[config.mk]
export PLATFORM = sky130hd
export DESIGN_NAME = instr_mem_loader_flat
export DESIGN_NICKNAME = d
export VERILOG_FILES = /design/src/rtl/instr_mem_loader_if.sv /design/src/rtl/instr_mem_loader.sv /design/src/flat_wrapper.sv
export SDC_FILE = /design/constraint.sdc
export NUM_CORES = 1
export LEC_CHECK = 0
export ABC_AREA = 1
export CAP_MARGIN = 20
export CORE_MARGIN = 1
export CORE_UTILIZATION = 35
export DETAILED_ROUTE_END_ITERATION = 8
export PLACE_DENSITY = 0.62
export SYNTH_ARGS = -nofsm -noshare
export SYNTH_HDL_FRONTEND = slang
export SYNTH_SLANG_ARGS = --single-unit
[constraint.sdc]
create_clock -name CLK -period 2.2 [get_ports CLK]
set_clock_uncertainty 0.15 [all_clocks]
set_input_delay 0.44 -clock CLK [delete_from_list [all_inputs] [get_ports CLK]]
set_output_delay 0.44 -clock CLK [all_outputs]
set_load 0.02 [all_outputs]
[src/rtl/instr_mem_loader_if.sv]
// instr_mem_loader_if
//
// Groups the two buses the instruction-memory loader sits between.
//   Byte stream (valid/ready):
//     byte_in     8   stream data byte
//     byte_valid  1   byte_in is valid
//     byte_ready  1   loader accepts a byte this cycle
//   Instruction-memory write port:
//     mem_wadress 64  write word address (byte address, word aligned)
//     mem_datain  32  write data
//     mem_wr      1   write enable
//
// Modports:
//   master - the loader: consumes the stream, drives the memory write port.
//   slave  - the environment: sources the stream, observes the write port.
`timescale 1ns/1ps

interface instr_mem_loader_if;
    logic [7:0]  byte_in;
    logic        byte_valid;
    logic        byte_ready;
    logic [63:0] mem_wadress;
    logic [31:0] mem_datain;
    logic        mem_wr;

    modport master (
        input  byte_in, byte_valid,
        output byte_ready, mem_wadress, mem_datain, mem_wr
    );

    modport slave (
        output byte_in, byte_valid,
        input  byte_ready, mem_wadress, mem_datain, mem_wr
    );
endinterface

[src/rtl/instr_mem_loader.sv]
// instr_mem_loader
//
// Writer side of the 32-bit instruction memory. Collects a byte stream,
// assembles little-endian 32-bit words and writes them at consecutive word
// addresses starting at BASE_ADDR, holding the processor in reset until the
// whole image has been loaded.
//
// Ports:
//   CLK        in   1      clock, rising edge
//   RST        in   1      asynchronous active-low reset
//   start      in   1      single-cycle request to begin a load
//   len_words  in   LEN_W  words to load, sampled when start is accepted
//   bus        master      byte stream in, memory write port out
//   cpu_hold   out  1      processor held in reset while high
//   busy       out  1      load in progress
//   done       out  1      load completed, held until the next start
//   err        out  1      rejected request / checksum failure, sticky
//
// Build option:
//   LOADER_CHECKSUM_EN - after the last word one extra byte is accepted and
//   compared with the sum of all payload bytes mod 256; a mismatch sets err
//   and returns to IDLE with the processor still held.
`timescale 1ns/1ps

module instr_mem_loader #(
    parameter logic [63:0] BASE_ADDR = 64'd0,
    parameter int          MAX_WORDS = 256,
    parameter int          LEN_W     = 16
) (
    input  logic                    CLK,
    input  logic                    RST,
    input  logic                    start,
    input  logic [LEN_W-1:0]        len_words,
    instr_mem_loader_if.master      bus,
    output logic                    cpu_hold,
    output logic                    busy,
    output logic                    done,
    output logic                    err
);

`ifdef LOADER_CHECKSUM_EN
    typedef enum logic [2:0] {IDLE, COLLECT, WRITE, DONE, CHECK} state_t;
`else
    typedef enum logic [1:0] {IDLE, COLLECT, WRITE, DONE} state_t;
`endif

    // One extra bit so a length of exactly 2^LEN_W-1 still compares correctly.
    localparam logic [LEN_W:0] MAX_LEN = (LEN_W+1)'(MAX_WORDS);

    state_t           state_q, state_d;
    logic [63:0]      addr_q, addr_d;
    logic [31:0]      datain_q, datain_d;
    logic [23:0]      wordBuf_q, wordBuf_d;
    logic [1:0]       byteIdx_q, byteIdx_d;
    logic [LEN_W-1:0] wordCnt_q, wordCnt_d;
    logic [LEN_W-1:0] len_q, len_d;
    logic             err_q, err_d;
`ifdef LOADER_CHECKSUM_EN
    logic [7:0]       sum_q, sum_d;
`endif

    logic byteReady;
    logic xfer;
    logic lenTooBig;

    // The stream is only drained while collecting payload (or the check
    // byte); outside those states a held-high byte_valid is simply ignored.
    always_comb begin
`ifdef LOADER_CHECKSUM_EN
        byteReady = (state_q == COLLECT) || (state_q == CHECK);
        busy      = (state_q == COLLECT) || (state_q == WRITE) || (state_q == CHECK);
`else
        byteReady = (state_q == COLLECT);
        busy      = (state_q == COLLECT) || (state_q == WRITE);
`endif
        xfer      = bus.byte_valid && byteReady;
        lenTooBig = {1'b0, len_words} > MAX_LEN;
    end

    // Output decode: the write strobe exists only in WRITE, while address and
    // data come straight from registers so they stay put between writes.
    always_comb begin
        bus.byte_ready  = byteReady;
        bus.mem_wr      = (state_q == WRITE);
        bus.mem_wadress = addr_q;
        bus.mem_datain  = datain_q;
        done            = (state_q == DONE);
        cpu_hold        = (state_q != DONE);
        err             = err_q;
    end

    // Next-state logic. The partial word lives in wordBuf until the fourth
    // byte arrives; only then is the full word moved into the output data
    // register, so mem_datain never shows a half-built word.
    always_comb begin
        state_d   = state_q;
        addr_d    = addr_q;
        datain_d  = datain_q;
        wordBuf_d = wordBuf_q;
        byteIdx_d = byteIdx_q;
        wordCnt_d = wordCnt_q;
        len_d     = len_q;
        err_d     = err_q;
`ifdef LOADER_CHECKSUM_EN
        sum_d     = sum_q;
`endif
        case (state_q)
            IDLE, DONE: begin
                if (start) begin
                    if (len_words == '0) begin
                        err_d   = 1'b0;
                        state_d = DONE;
                    end else if (lenTooBig) begin
                        err_d   = 1'b1;
                        state_d = IDLE;
                    end else begin
                        len_d     = len_words;
                        err_d     = 1'b0;
                        addr_d    = BASE_ADDR;
                        wordCnt_d = '0;
                        byteIdx_d = 2'd0;
`ifdef LOADER_CHECKSUM_EN
                        sum_d     = 8'd0;
`endif
                        state_d   = COLLECT;
                    end
                end
            end
            COLLECT: begin
                if (xfer) begin
                    byteIdx_d = byteIdx_q + 2'd1;
`ifdef LOADER_CHECKSUM_EN
                    sum_d     = sum_q + bus.byte_in;
`endif
                    case (byteIdx_q)
                        2'd0: wordBuf_d[7:0]   = bus.byte_in;
                        2'd1: wordBuf_d[15:8]  = bus.byte_in;
                        2'd2: wordBuf_d[23:16] = bus.byte_in;
                        default: begin
                            datain_d = {bus.byte_in, wordBuf_q};
                            state_d  = WRITE;
                        end
                    endcase
                end
            end
            WRITE: begin
                addr_d    = addr_q + 64'd4;
                wordCnt_d = wordCnt_q + LEN_W'(1);
                if (wordCnt_q + LEN_W'(1) == len_q) begin
`ifdef LOADER_CHECKSUM_EN
                    state_d = CHECK;
`else
                    state_d = DONE;
`endif
                end else begin
                    state_d = COLLECT;
                end
            end
`ifdef LOADER_CHECKSUM_EN
            CHECK: begin
                if (xfer) begin
                    if (bus.byte_in == sum_q) begin
                        state_d = DONE;
                    end else begin
                        err_d   = 1'b1;
                        state_d = IDLE;
                    end
                end
            end
`endif
            default: state_d = IDLE;
        endcase
    end

    // State registers. Reset drops any partial word and parks the address at
    // BASE_ADDR; memory contents already written are left alone.
    always_ff @(posedge CLK or negedge RST) begin
        if (!RST) begin
            state_q   <= IDLE;
            addr_q    <= BASE_ADDR;
            datain_q  <= 32'd0;
            wordBuf_q <= 24'd0;
            byteIdx_q <= 2'd0;
            wordCnt_q <= '0;
            len_q     <= '0;
            err_q     <= 1'b0;
`ifdef LOADER_CHECKSUM_EN
            sum_q     <= 8'd0;
`endif
        end else begin
            state_q   <= state_d;
            addr_q    <= addr_d;
            datain_q  <= datain_d;
            wordBuf_q <= wordBuf_d;
            byteIdx_q <= byteIdx_d;
            wordCnt_q <= wordCnt_d;
            len_q     <= len_d;
            err_q     <= err_d;
`ifdef LOADER_CHECKSUM_EN
            sum_q     <= sum_d;
`endif
        end
    end

endmodule

[src/flat_wrapper.sv]
// flat-port wrapper written by rule: the top's interface ports become plain ports
module instr_mem_loader_flat 
#(
    parameter logic [63:0] BASE_ADDR = 64'd0,
    parameter int          MAX_WORDS = 256,
    parameter int          LEN_W     = 16
)
  (CLK, RST, start, len_words, cpu_hold, busy, done, err, bus_byte_in, bus_byte_valid, bus_byte_ready, bus_mem_wadress, bus_mem_datain, bus_mem_wr);
  instr_mem_loader_if bus_i ();
  input  logic CLK;
  input  logic RST;
  input  logic start;
  input  logic [LEN_W-1:0] len_words;
  output logic cpu_hold;
  output logic busy;
  output logic done;
  output logic err;
  input wire logic [$bits(bus_i.byte_in)-1:0] bus_byte_in;
  input wire logic [$bits(bus_i.byte_valid)-1:0] bus_byte_valid;
  output wire logic [$bits(bus_i.byte_ready)-1:0] bus_byte_ready;
  output wire logic [$bits(bus_i.mem_wadress)-1:0] bus_mem_wadress;
  output wire logic [$bits(bus_i.mem_datain)-1:0] bus_mem_datain;
  output wire logic [$bits(bus_i.mem_wr)-1:0] bus_mem_wr;
  assign bus_i.byte_in = bus_byte_in;
  assign bus_i.byte_valid = bus_byte_valid;
  assign bus_byte_ready = bus_i.byte_ready;
  assign bus_mem_wadress = bus_i.mem_wadress;
  assign bus_mem_datain = bus_i.mem_datain;
  assign bus_mem_wr = bus_i.mem_wr;
  instr_mem_loader #(.BASE_ADDR(BASE_ADDR), .MAX_WORDS(MAX_WORDS), .LEN_W(LEN_W)) u_core (.CLK(CLK), .RST(RST), .start(start), .len_words(len_words), .bus(bus_i), .cpu_hold(cpu_hold), .busy(busy), .done(done), .err(err));
endmodule
==> results_tabular.tex <==
\begin{tabular}{lr}
\hline
Metric & Value \\
\hline
\multicolumn{2}{l}{\textbf{Worst setup path}} \\
\quad Critical path class & register to output port \\
\quad Critical-path top delay cell & clkdlybuf4s50\_1 \\
\quad Register-to-register setup slack & 0.14 ns \\
\quad Worst path buffer plus inverter count & 1 \\
\quad Sort of element at the start of the critical path & register \\
\quad Required time at the worst-slack endpoint & 1.61 ns \\
\quad Cell family contributing the most delay on the critical path & buffers and inverters \\
\quad Crit Reg-Reg Startpoint & u\_core.bus.mem\_wadress[33]\$\_DFFE\_PN0P\_ \\
\quad Critical Path Start & u\_core.bus.mem\_wadress[55]\$\_DFFE\_PN0P\_ \\
\quad Arrival time at the worst endpoint & 1.56 ns \\
\quad CP max stage delay & 0.65 ns \\
\quad Category of the worst setup path capture point & output port \\
\quad Highest net fanout along the worst path & 4 \\
\quad CP cell instances & clkdlybuf4s50\_1 \\
\multicolumn{2}{l}{\textbf{Floorplan}} \\
\quad DIE HEIGHT & 160 um \\
\quad Effective utilization at floorplan & 35.7\% \\
\quad Die boundary width & 160 um \\
\quad Full die area & 0.0255 sq mm \\
\quad Row count & 57 \\
\quad Area of the core & 0.0243 sq mm \\
\quad IO Pins & 130 \\
\multicolumn{2}{l}{\textbf{Layout}} \\
\quad Layout-stage area growth over the synthesis result & 33.8\% \\
\quad Ant. Diodes & 0 \\
\quad Leading cell type in the layout, fill and taps excluded & nand2\_1 \\
\quad Final standard cell count with taps included and fillers excluded & 1675 \\
\quad Proportion of layout cells with a drive suffix above 1 & 13.6\% \\
\quad Number of nets at the end of the flow & 1375 \\
\quad Share of the core filled with cells & 47.8\% \\
\quad Area of all placed cells without fillers & 0.0116 sq mm \\
\quad Commonest cells after routing, fill and taps aside & 300 x nand2\_1, 152 x dfrtp\_1, 125 x inv\_1, 110 x o21ai\_0, 110 x clkdlybuf4s50\_1 \\
\multicolumn{2}{l}{\textbf{Timing}} \\
\quad Total Neg Setup Slack & 0 ns \\
\quad Period Utilization, post-route & 97.5\% \\
\quad Total of endpoints with negative setup slack in the final report & 0 \\
\quad Worst-margin pin slew & 0.711 ns \\
\quad Max-slew violation total from the final report & 0 \\
\quad Final worst-path setup slack & 0.0548 ns \\
\quad Final hold viol count & 0 \\
\quad Highest Clock Rate & 466 MHz \\
\quad Shortest period the worst path allows & 2.15 ns \\
\quad Post-Route Hold Slack & 0.333 ns \\
\quad Worst slew slack as a fraction of its limit & 52.6\% \\
\multicolumn{2}{l}{\textbf{Logic synthesis}} \\
\quad Cell variety after synth & 38 \\
\quad Mean cell area of the mapped netlist & 7.63 sq um \\
\quad Top flip-flop cell by instance count after synthesis & dfrtp\_1 \\
\quad Main combinational cell family by area after synthesis & simple AND/OR/NAND/NOR gates \\
\quad Xor/xnor cell area share of the yosys netlist & 2.43\% \\
\quad Share of the synthesized area in compound gates (AO/OA/AOI/OAI) & 8.57\% \\
\quad Fraction of the mapped netlist area in adder cells & 1.30\% \\
\quad Sequential element share of the synthesized area & 44.6\% \\
\quad Number of enable flip-flop cells after synthesis & 0 \\
\quad Mux cell area share after synthesis & 3.11\% \\
\quad Netlist Area Pre-Place & 0.00869 sq mm \\
\quad Number of warnings issued by yosys & 0 \\
\quad Simple logic cell fraction of the synthesized area & 32.7\% \\
\quad Gate count after technology mapping & 1139 \\
\quad \#FFs+latches synth & 155 \\
\quad Share of flip-flops with an asynchronous set or reset after synthesis & 100\% \\
\multicolumn{2}{l}{\textbf{Global route}} \\
\quad Number of global-route vias before repair & 8079 \\
\quad Antenna violations before repair & 0 \\
\quad Largest net degree at the start of global routing & 56 \\
\quad Overflow left after global routing & 0 \\
\quad Wire length of the first global-routing pass & 43600 um \\
\quad All-Layer GR Usage & 21.8\% \\
\multicolumn{2}{l}{\textbf{Power}} \\
\quad Final Power & 7.46 mW \\
\quad Total power per unit cell area & 641 mW/mm\^{}2 \\
\quad Max rail drop VDD & 391 uV \\
\quad Leakage power of the design & 5.28 nW \\
\multicolumn{2}{l}{\textbf{Route}} \\
\quad Detailed-route via count & 8417 \\
\quad Number of antenna-violating nets in the routed design & 0 \\
\quad Violation count after the first detailed-route iteration & 584 \\
\quad Via/cell ratio & 5.03 \\
\quad Routed WL per cell & 16.1 um \\
\quad Number of remaining DRC errors & 0 \\
\quad Wire length reported by the detailed router & 27000 um \\
\quad Drt first pass iters & 5 \\
\multicolumn{2}{l}{\textbf{Place}} \\
\quad Number of buffers inserted by port buffering & 127 \\
\quad Placed cell count & 1641 \\
\quad Post-DP HPWL & 20700 um \\
\quad Instance area after placement & 0.0109 sq mm \\
\quad Worst setup timing slack at the placement stage & -0.173 ns \\
\quad GPL Wtd Cong & 0.954 \\
\multicolumn{2}{l}{\textbf{Clocking}} \\
\quad Number of H-tree levels & 4 \\
\quad Clock tree root driver cell & clkbuf\_16 \\
\quad Clk sink count & 155 \\
\quad Clock Pin Slew Worst Setup and Hold Paths & 0.08 ns \\
\quad TritonCTS clock tree & built \\
\quad Clock tree buffer depth & 2 \\
\quad CTS Buf Count & 17 \\
\quad Clock latency of the later-clocked register in the worst-skew pair & 0.43 ns \\
\multicolumn{2}{l}{\textbf{Min path}} \\
\quad Kind of path behind the tightest hold check & input pin to async pin \\
\multicolumn{2}{l}{\textbf{Status}} \\
\quad Result of the run & finished clean \\
\multicolumn{2}{l}{\textbf{Flow run}} \\
\quad Maximum Capacitance Violations & 0 \\
\hline
\end{tabular}
sequential cells by signal, summed over array words and instances, names as in the netlist:
name / flops
u_core.bus.mem_datain: 32
u_core.bus.mem_wadress: 62
u_core.byteIdx_q: 2
u_core.err: 1
u_core.len_q: 16
u_core.state_q: 2
u_core.wordBuf_q: 24
u_core.wordCnt_q: 16
cells in the mapped netlist, types with 10 or more instances:
cell type	count	share of area (%)
a21oi_1	11	0.63
clkbuf_1	19	0.82
dfrtp_1	155	45
inv_1	125	5.4
mux2_2	24	3.1
nand2_1	301	13
nand3_1	75	4.3
nand3b_1	12	1.0
nand4_1	73	5.3
nor2_1	109	4.7
nor3_1	28	1.6
o21ai_0	110	6.3
o22ai_1	10	0.72
xor2_1	19	1.9
path summary, 6_finish.rpt:
check                                                               to  depth (start not counted)
worst max register to register  u_core.bus.mem_wadress[35]$_DFFE_PN0P_                         10
worst max-delay path                               bus_mem_wadress[55]                          1
max in group asynchronous       u_core.bus.mem_wadress[52]$_DFFE_PN0P_                          3
min in group CLK                       u_core.wordBuf_q[5]$_DFFE_PN0P_                          2
worst min-delay path             u_core.bus.mem_wadress[6]$_DFFE_PN0P_                          2
worst min register to register         u_core.wordBuf_q[5]$_DFFE_PN0P_                          2
area by class of cell:
class | count | area [sq um]
clock buffer | 17 | 425
timing repair buffer | 212 | 2010
clock inverter | 15 | 190
tap | 324 | 405
fill | 2425 | 12700
multi-input combinational | 824 | 4240
sequential | 155 | 3880
inverter | 128 | 480
cell families after synthesis:
kind of cell,count (synthesis)
DFF,155
adders and majority gates,9
other,1
muxes,24
buffers and inverters,161
and+or+nand+nor,627
xor gates and xnor gates,21
AOI/OAI and AO/OA,141
what timing repair did:
| action | CTS | global route |
|---|---|---|
| hold endpoints to repair | 31 | 0 |
| hold buffers | 1 | 0 |
| gates resized for setup | 12 | 21 |
| endpoints found under the setup margin | 9 | 19 |
| buffers inserted | 0 | 1 |
report_power, final:
group          switching (mW)  internal (mW)  leakage (nW)
clock                    1.48           1.56         0.296
sequential              0.226           3.03          2.07
combinational           0.650          0.516          2.91
metal layers:
metal | routed length, um | global-route usage (%) | vias up
met2 | 12600 | 35.5 | 268
met1 | 12000 | 28.6 | 3936
li1 | - | - | 4167
met5 | 0 | 0 | -
met3 | 1590 | 3.96 | 46
met4 | 854 | 8.70 | 0
(Power assumes the default switching activity.)
